[config.mk]
export PLATFORM = sky130hd
export DESIGN_NAME = uart_frame_receiver
export DESIGN_NICKNAME = d
export VERILOG_FILES = /design/src/rtl/uart_frame_receiver_pkg.sv /design/src/rtl/uart_frame_receiver_sync_2ff.sv /design/src/rtl/uart_frame_receiver.sv
export SDC_FILE = /design/constraint.sdc
export NUM_CORES = 1
export LEC_CHECK = 0
export BUFFER_PORTS_ARGS = -buffer_cell sky130_fd_sc_hd__buf_2
export CORE_MARGIN = 8
export CORE_UTILIZATION = 45
export DETAILED_ROUTE_END_ITERATION = 10
export HOLD_SLACK_MARGIN = 0.1
export PLACE_DENSITY = 0.67
export SYNTH_ARGS = -nofsm -noshare
export SYNTH_HDL_FRONTEND = slang
export SYNTH_SLANG_ARGS = --single-unit
[constraint.sdc]
create_clock -name clk -period 1.95 [get_ports clk]
set_input_delay 0.2925 -clock clk [delete_from_list [all_inputs] [get_ports clk]]
set_output_delay 0.2925 -clock clk [all_outputs]
set_load 0.1 [all_outputs]
[src/rtl/uart_frame_receiver_pkg.sv]
// Shared UART frame constants, receiver state encoding
// and the even-parity helper.
package uart_frame_receiver_pkg;

    localparam logic START_BIT = 1'b0;
    localparam logic STOP_BIT  = 1'b1;
    localparam int   DATA_BITS = 8;

    typedef enum logic [2:0] {
        S_IDLE,
        S_START,
        S_DATA,
        S_PARITY,
        S_STOP,
        S_DONE
    } rx_state_t;

    function automatic logic even_parity(
        input logic [DATA_BITS-1:0] i_d
    );
        return ^i_d;
    endfunction

endpackage

[src/rtl/uart_frame_receiver_sync_2ff.sv]
// Two-flop synchronizer for a single asynchronous bit;
// RST_VAL sets the value both flops take in reset.
module sync_2ff #(
    parameter logic RST_VAL = 1'b1
) (
    input  logic clk,
    input  logic rst_n,
    input  logic i_d,
    output logic o_q
);

    logic [1:0] r_sync;

    // shift the async input through two flops
    always_ff @(posedge clk or negedge rst_n) begin
        if (!rst_n) begin
            r_sync <= {2{RST_VAL}};
        end else begin
            r_sync <= {r_sync[0], i_d};
        end
    end

    assign o_q = r_sync[1];

endmodule

[src/rtl/uart_frame_receiver.sv]
// UART receiver: start, 8 data bits MSB first, even
// parity, optional stop; sticky ready/error flags.
module uart_frame_receiver
    import uart_frame_receiver_pkg::*;
#(
    parameter int IN_FREQ    = 20,
    parameter int OUT_FREQ   = 1,
    parameter int STOP_CHECK = 1
) (
    input  logic       clk,
    input  logic       reset,
    input  logic       rx_i,
    output logic [7:0] data,
    output logic       ready,
    input  logic       reset_ready,
    output logic       parity_err,
    output logic       frame_err,
    output logic       overrun,
    output logic       busy
);

    localparam int CPB = IN_FREQ / OUT_FREQ;
    localparam int CW  = $clog2(CPB);
    localparam logic [CW-1:0] FULL = CW'(CPB - 1);
    localparam logic [CW-1:0] HALF = CW'(CPB / 2 - 1);
    localparam logic [2:0] LAST = 3'(DATA_BITS - 1);

    rx_state_t      r_state;
    rx_state_t      w_next;
    logic [CW-1:0]  r_cnt;
    logic [2:0]     r_bit;
    logic [7:0]     r_shift;
    logic           r_par;
    logic           r_stop_low;
    logic           r_armed;
    logic [7:0]     r_data;
    logic           r_ready;
    logic           r_perr;
    logic           r_ferr;
    logic           r_ovr;
    logic           w_rxs;
    logic           w_zero;
    logic           w_busy;
    logic           w_done;
    logic           w_accept;

    sync_2ff #(
        .RST_VAL (1'b1)
    ) u_sync (
        .clk   (clk),
        .rst_n (reset),
        .i_d   (rx_i),
        .o_q   (w_rxs)
    );

    assign w_zero   = (r_cnt == '0);
    assign w_accept = w_done && (!r_ready || reset_ready);

    // state register
    always_ff @(posedge clk or negedge reset) begin
        if (!reset) begin
            r_state <= S_IDLE;
        end else begin
            r_state <= w_next;
        end
    end

    // next-state logic; a start needs an armed line
    always_comb begin
        w_next = r_state;
        case (r_state)
            S_IDLE: begin
                if (!w_rxs && r_armed) w_next = S_START;
            end
            S_START: begin
                if (w_zero) begin
                    w_next = (w_rxs == START_BIT) ? S_DATA
                                                  : S_IDLE;
                end
            end
            S_DATA: begin
                if (w_zero && r_bit == LAST) w_next = S_PARITY;
            end
            S_PARITY: begin
                if (w_zero) begin
                    w_next = (STOP_CHECK != 0) ? S_STOP : S_DONE;
                end
            end
            S_STOP: begin
                if (w_zero) w_next = S_DONE;
            end
            default: w_next = S_IDLE;
        endcase
    end

    // state-derived outputs
    always_comb begin
        w_busy = (r_state != S_IDLE);
        w_done = (r_state == S_DONE);
    end

    // bit timer: half bit to mid start, then full bits
    always_ff @(posedge clk or negedge reset) begin
        if (!reset) begin
            r_cnt <= '0;
        end else if (r_state == S_IDLE || w_zero) begin
            case (w_next)
                S_START:  r_cnt <= HALF;
                S_DATA,
                S_PARITY,
                S_STOP:   r_cnt <= FULL;
                default:  r_cnt <= '0;
            endcase
        end else begin
            r_cnt <= r_cnt - CW'(1);
        end
    end

    // mid-bit sampling of data, parity and stop
    always_ff @(posedge clk or negedge reset) begin
        if (!reset) begin
            r_bit      <= '0;
            r_shift    <= '0;
            r_par      <= 1'b0;
            r_stop_low <= 1'b0;
        end else begin
            case (r_state)
                S_START: r_bit <= '0;
                S_DATA: begin
                    if (w_zero) begin
                        r_shift <= {r_shift[6:0], w_rxs};
                        r_bit   <= r_bit + 3'd1;
                    end
                end
                S_PARITY: begin
                    if (w_zero) begin
                        r_par      <= w_rxs;
                        r_stop_low <= 1'b0;
                    end
                end
                S_STOP: begin
                    if (w_zero) r_stop_low <= (w_rxs != STOP_BIT);
                end
                default: ;
            endcase
        end
    end

    // after a low stop bit, wait for the line to go high
    always_ff @(posedge clk or negedge reset) begin
        if (!reset) begin
            r_armed <= 1'b1;
        end else if (w_done && r_stop_low) begin
            r_armed <= 1'b0;
        end else if (w_rxs) begin
            r_armed <= 1'b1;
        end
    end

    // result flags; a completing frame beats reset_ready
    always_ff @(posedge clk or negedge reset) begin
        if (!reset) begin
            r_data  <= '0;
            r_ready <= 1'b0;
            r_perr  <= 1'b0;
            r_ferr  <= 1'b0;
            r_ovr   <= 1'b0;
        end else if (w_accept) begin
            r_data  <= r_shift;
            r_ready <= 1'b1;
            r_perr  <= (r_par != even_parity(r_shift));
            r_ferr  <= r_stop_low;
            if (reset_ready) r_ovr <= 1'b0;
        end else if (w_done) begin
            r_ovr <= 1'b1;
        end else if (reset_ready) begin
            r_ready <= 1'b0;
            r_perr  <= 1'b0;
            r_ferr  <= 1'b0;
            r_ovr   <= 1'b0;
        end
    end

    assign data       = r_data;
    assign ready      = r_ready;
    assign parity_err = r_perr;
    assign frame_err  = r_ferr;
    assign overrun    = r_ovr;
    assign busy       = w_busy;

endmodule

Yosys cells after proc, flatten, opt, wreduce, memory -nomap -nowiden

Index checks and enable logic that the tools add are counted.

Add/sub/neg operators: 2
Equal/unequal tests: 15
Multiplexer cells: 24
Bitwise operators: 1
Reductions and logical operators: 22

Operators by type and width:

| operator              | count |
|---|---|
| $mux W3               | 6 |
| $pmux W3 S5           | 1 |
| $eq A3 B2 Y1 const B  | 4 |
| $eq A3 B3 Y1 const B  | 4 |
| $mux W1               | 12 |
| $pmux W5 S2           | 1 |
| $reduce_and A2 Y1     | 4 |
| $reduce_bool A2 Y1    | 4 |
| $reduce_xor A8 Y1     | 1 |
| $eq A3 B1 Y1 const B  | 2 |
| $ne A2 B2 Y1 const B  | 3 |
| $pmux W3 S2           | 1 |
| $logic_not A5 Y1      | 1 |
| $mux W5               | 1 |
| $sub A5 B1 Y5 const B | 1 |
| $logic_and A1 B1 Y1   | 4 |
| $add A3 B1 Y3 const B | 1 |
| $logic_not A3 Y1      | 1 |
| $reduce_and A3 Y1     | 1 |
| $reduce_bool A3 Y1    | 1 |
| $reduce_or A3 Y1      | 1 |
| $logic_not A1 Y1      | 2 |
| $logic_or A1 B1 Y1    | 2 |
| $mux W2               | 1 |
| other kinds (4)       | 4 |

Register bits after elaboration: 36
Input port bits: 4
Logic and storage cells: 77

Logic depth before layout (Yosys ltp)

Depth after elaboration: 8
Gate-level depth with buffers: 7

Cells and area by module

Synthesis repeated with hierarchy kept, for this count alone.

Cell total of the unflattened synthesis: 134
Area total of the unflattened synthesis: 1,639.1 µm²

Modules (own cells, without submodules):

| module              | times used | cells an instance | area each (µm²) |
|---|---|---|---|
| uart_frame_receiver | 1          | 132               | 1,586.5 |
| sync_2ff            | 1          | 2                 | 52.6 |

Least setup slack after synthesis

No wires, ideal clock.

Path type: reg2reg
Start: register r_state[1]
End: register r_cnt[3]
Library setup time: 0.132 ns
Data arrival time: 1.926 ns
Setup slack: -0.107 ns
Cell stages (with the launch flop): 6
Buffers on the path: 1
Period minus slack after synthesis: 2.057 ns
Cell sequence: dfrtp_1 clkbuf_1 nor2_1 nand2_1 nand2_1 o21ai_1

Word-level cells in the longest chain between the ends: 6
Elaborated cells between the ends (all ways): 19
Classes of those cells: eq/ne (8); mux (8); reduce/logical (3)

Ends and longest elaborated chain:

| what                                         | line                       | source |
|---|---|---|
| start: declaration                           | uart_frame_receiver.sv:28  | `rx_state_t r_state;` |
| start signal: assignment                     | uart_frame_receiver.sv:64  | `r_state <= w_next;` |
| $eq A3 B3 Y1 (tied with other cells)         | uart_frame_receiver.sv:71  | `case (r_state)` |
| $pmux W3 S5                                  | uart_frame_receiver.sv:71  |  |
| $eq A3 B2 Y1 or $eq A3 B3 Y1 (tied branches) | uart_frame_receiver.sv:107 | `case (w_next)` |
| $reduce_or A3 Y1                             | uart_frame_receiver.sv:107 |  |
| $pmux W5 S2                                  | uart_frame_receiver.sv:107 |  |
| $mux W5 *                                    | uart_frame_receiver.sv:106 | `end else if (r_state == S_IDLE \|\| w_zero) begin` |
| end signal: assignment                       | uart_frame_receiver.sv:115 | `r_cnt <= r_cnt - CW'(1);` |
| end: declaration                             | uart_frame_receiver.sv:30  | `logic [CW-1:0] r_cnt;` |

Mark *: on every way between the ends. The rest lies on a longest branch, timed or not.
A chain may end at the register's enable or synchronous reset.

Worst setup path after layout

Start: register r_state[2]
End: output busy

Word-level cells in the longest chain between the ends: 1

Ends and longest elaborated chain:

| what               | line                      | source |
|---|---|---|
| $reduce_bool A3 Y1 | uart_frame_receiver.sv:98 | `w_busy = (r_state != S_IDLE);` |
| end: declaration   | uart_frame_receiver.sv:19 | `output logic busy` |

Every way passes these cells.

==> results.ini <==
[status]
status=finished clean

[floorplan]
ios=17
core.rowCount=22
die_w_um=76.4
chipHeight_um=76.4
core_area_um2=3580
initial_core_util=0.458
die_area_um2=5830

[clock_tree]
cts_tree=built
postCtsSetupBuffers=0
root_buffer=clkbuf_4
clock-sinks=36
cts_buffers=5
clockBufferDepth=2
cts.clk_slew.worst_paths_ps=110
clkLatencyLatePin_ps=340
ctsHtreeMaxLevel=2

[sta]
report.final.slew_viol_count=0
fin_crit_ps=1810
max_freq_mhz=553
setup_tns_ps=0
min_period_over_period=0.927
tightest_slew_ps=778
hold_viol=0
rsz0062_at_grt=no
worst_slack_ps=143
finalSetupViolCount=0
finalClockSkew_ps=8.58
relSlewSlack=0.481

[route]
drt_iter0_drc=72
num_vias=1075
totalWireLength_um=3000
via_per_inst=5.17
wl_per_cell_um=14.4
dr_wl_met2_um=1400
m1WireLength_um=1390
drtPass1Iterations=4
ant_nets=0
dr.max_layer_used=met4
met3_length_um=156
drc_errors=0

[global_route]
grt_pass1_vias=1179
grt_max_degree=37
grt_pass1_wl_um=5460
grt_use_total=0.114
grt-ovfl-total=0
antenna_found_initial=0

[place]
dp_slack_ps=110
portBuffers=16
gp_congestion=0.887
place_hpwl_um=2160

[pwr]
power.net_switching_w=0.000946
intPower_w=0.00141
switching_share=0.402
clkPwrFrac=0.185
powerDensity_nw_per_um2=1250
peakVddDrop_uv=590
p_leak_nw=0.935
p_comb_frac=0.383
finalPower_w=0.00235
p_seq_frac=0.432

[critical_path]
worstPathRequired_ps=1660
critPathArrivalTime_ps=1510
path_class=flop to primary output
worst_setup_path_start_kind=flop
cp_max_fo=6
end_kind=primary output

[logic_synthesis]
synth_warnings=0
synth_seq_cells=36
synth_fp_nets=142
synth-edff-count=0
async_flop_share=1.00
synth_area_um2=1640
syn_inst=134
avgSynthCellArea_um2=12.2
synth_seq_area_share=0.552
synthDistinctLibCells=37
synthFlopType=dfrtp_1

[hold_path]
hp-class=input pin to flop

[layout]
final_layout_size_suffix_gt1_frac=0.263
n_antenna_cell=0
fillCellCount=330
fin_util=0.527
nNetsFinal=167
syn_to_final_growth_pct=15.0

[run]
maxCapViolations=0

==> power groups by stage <==
| stage | Combinational (W) | Clock [W] | Sequential [W] |
|---|---|---|---|
| after global placement | 0.000871 | 0 | 0.00102 |
| after global routing | 0.000988 | 0.000477 | 0.00104 |
| after floorplan | 0.000658 | 0 | 0.00106 |
| after detailed placement | 0.000890 | 0 | 0.00103 |
| final | 0.000901 | 0.000435 | 0.00102 |
| after CTS | 0.000897 | 0.000448 | 0.00101 |
==> through the flow <==
stage                     instance area (um2)  instances  hold WS (ps)
after floorplan                          1640        134         -3.09
after global placement                   1800        198           346
after detailed placement                 1800        198           347
after CTS                                1880        208           125
after global routing                     1880        208           138
final                                    1880        208           138
==> repair_timing <==
action                                  4_1_cts  5_1_grt
endpoints found under the setup margin        0        2
hold buffers                                  2        0
endpoints found under the hold margin        34        0
resized for setup                             0        2
==> kinds of logic after synthesis <==
logic type / count (synthesis) / synth area share
AO/OA/AOI/OAI: 25 / 0.110
flip-flops: 36 / 0.552
AND/OR/NAND/NOR: 32 / 0.103
adder cells (fa/ha/maj): 4 / 0.0305
buffers and inverters: 10 / 0.0260
XOR/XNOR: 10 / 0.0618
multiplexers: 17 / 0.117
==> state kept, by name, summed over array words and instances, names as in the netlist <==
| register | count |
|---|---|
| data | 8 |
| r_shift | 8 |
| r_cnt | 5 |
| r_bit | 3 |
| r_state | 3 |
| u_sync.r_sync | 2 |
| frame_err | 1 |
| overrun | 1 |
| parity_err | 1 |
| r_armed | 1 |
| r_par | 1 |
| r_stop_low | 1 |
| ready | 1 |
==> synth_stat cells, types with 2 or more instances <==
master | number | area share
mux2_1 | 17 | 0.12
xnor2_1 | 7 | 0.037
dfrtp_1 | 33 | 0.50
dfstp_2 | 3 | 0.048
o221ai_1 | 3 | 0.016
ha_1 | 4 | 0.031
o21ai_0 | 4 | 0.012
inv_1 | 5 | 0.011
nor2_1 | 6 | 0.014
a21oi_1 | 6 | 0.018
nand2_1 | 14 | 0.032
clkbuf_1 | 3 | 0.0069
xor2_1 | 2 | 0.011
nor3_1 | 2 | 0.0061
a22o_1 | 2 | 0.011
o21ai_2 | 2 | 0.011
==> placed cells by master, fill, tap and decap left out, types with 2 or more instances in the layout <==
| cell type | count |
|---|---|
| clkbuf_4 | 5 |
| xnor2_1 | 7 |
| o21ai_0 | 4 |
| inv_1 | 5 |
| xor2_1 | 2 |
| nand2_1 | 13 |
| mux2_1 | 17 |
| dlygate4sd3_1 | 2 |
| nor3_1 | 2 |
| nor2_1 | 5 |
| a21oi_1 | 6 |
| dfstp_2 | 3 |
| a22o_1 | 2 |
| buf_4 | 5 |
| dfrtp_1 | 33 |
| ha_1 | 4 |
| buf_2 | 16 |
| o221ai_1 | 3 |
| o21ai_2 | 2 |
| nor2_2 | 2 |
==> critical path, cell delays in order, from the launching register on <==
cell and delay (ps):
dfrtp_1 440, buf_4 170, inv_1 70, nand2_2 60, buf_2 420
==> path summary, 6_finish.rpt <==
path                             startpoint          endpoint  slack, ps  cells past startpoint
max                              r_state[2]              busy        140                      4
min                             reset_ready           overrun        140                      2
max reg2reg                        r_cnt[0]          r_cnt[0]        180                      5
min reg2reg                u_sync.r_sync[0]  u_sync.r_sync[1]        360                      0
max in group asynchronous             reset          r_cnt[2]        880                      2
min in group asynchronous             reset           data[1]        570                      2
==> metal layers <==
layer | GRT usage | vias up
met4 | 0.0423 | 0
met5 | 0 | -
met1 | 0.129 | 516
met3 | 0.0425 | 5
li1 | - | 519
met2 | 0.189 | 35
==> area by class of cell <==
| cell class | count | area (um2) | area share |
|---|---|---|---|
| clock buffers | 7 | 55.1 | 0.0292 |
| clock inverters | 1 | 7.51 | 0.00398 |
| inverters | 5 | 18.8 | 0.00996 |
| multi-input cells | 88 | 701 | 0.372 |
| flip-flops and latches | 36 | 905 | 0.480 |
| well taps | 48 | 60.1 | 0.0319 |
| repair buffers | 23 | 138 | 0.0730 |
Note: power is estimated with default switching activity, not from simulation.
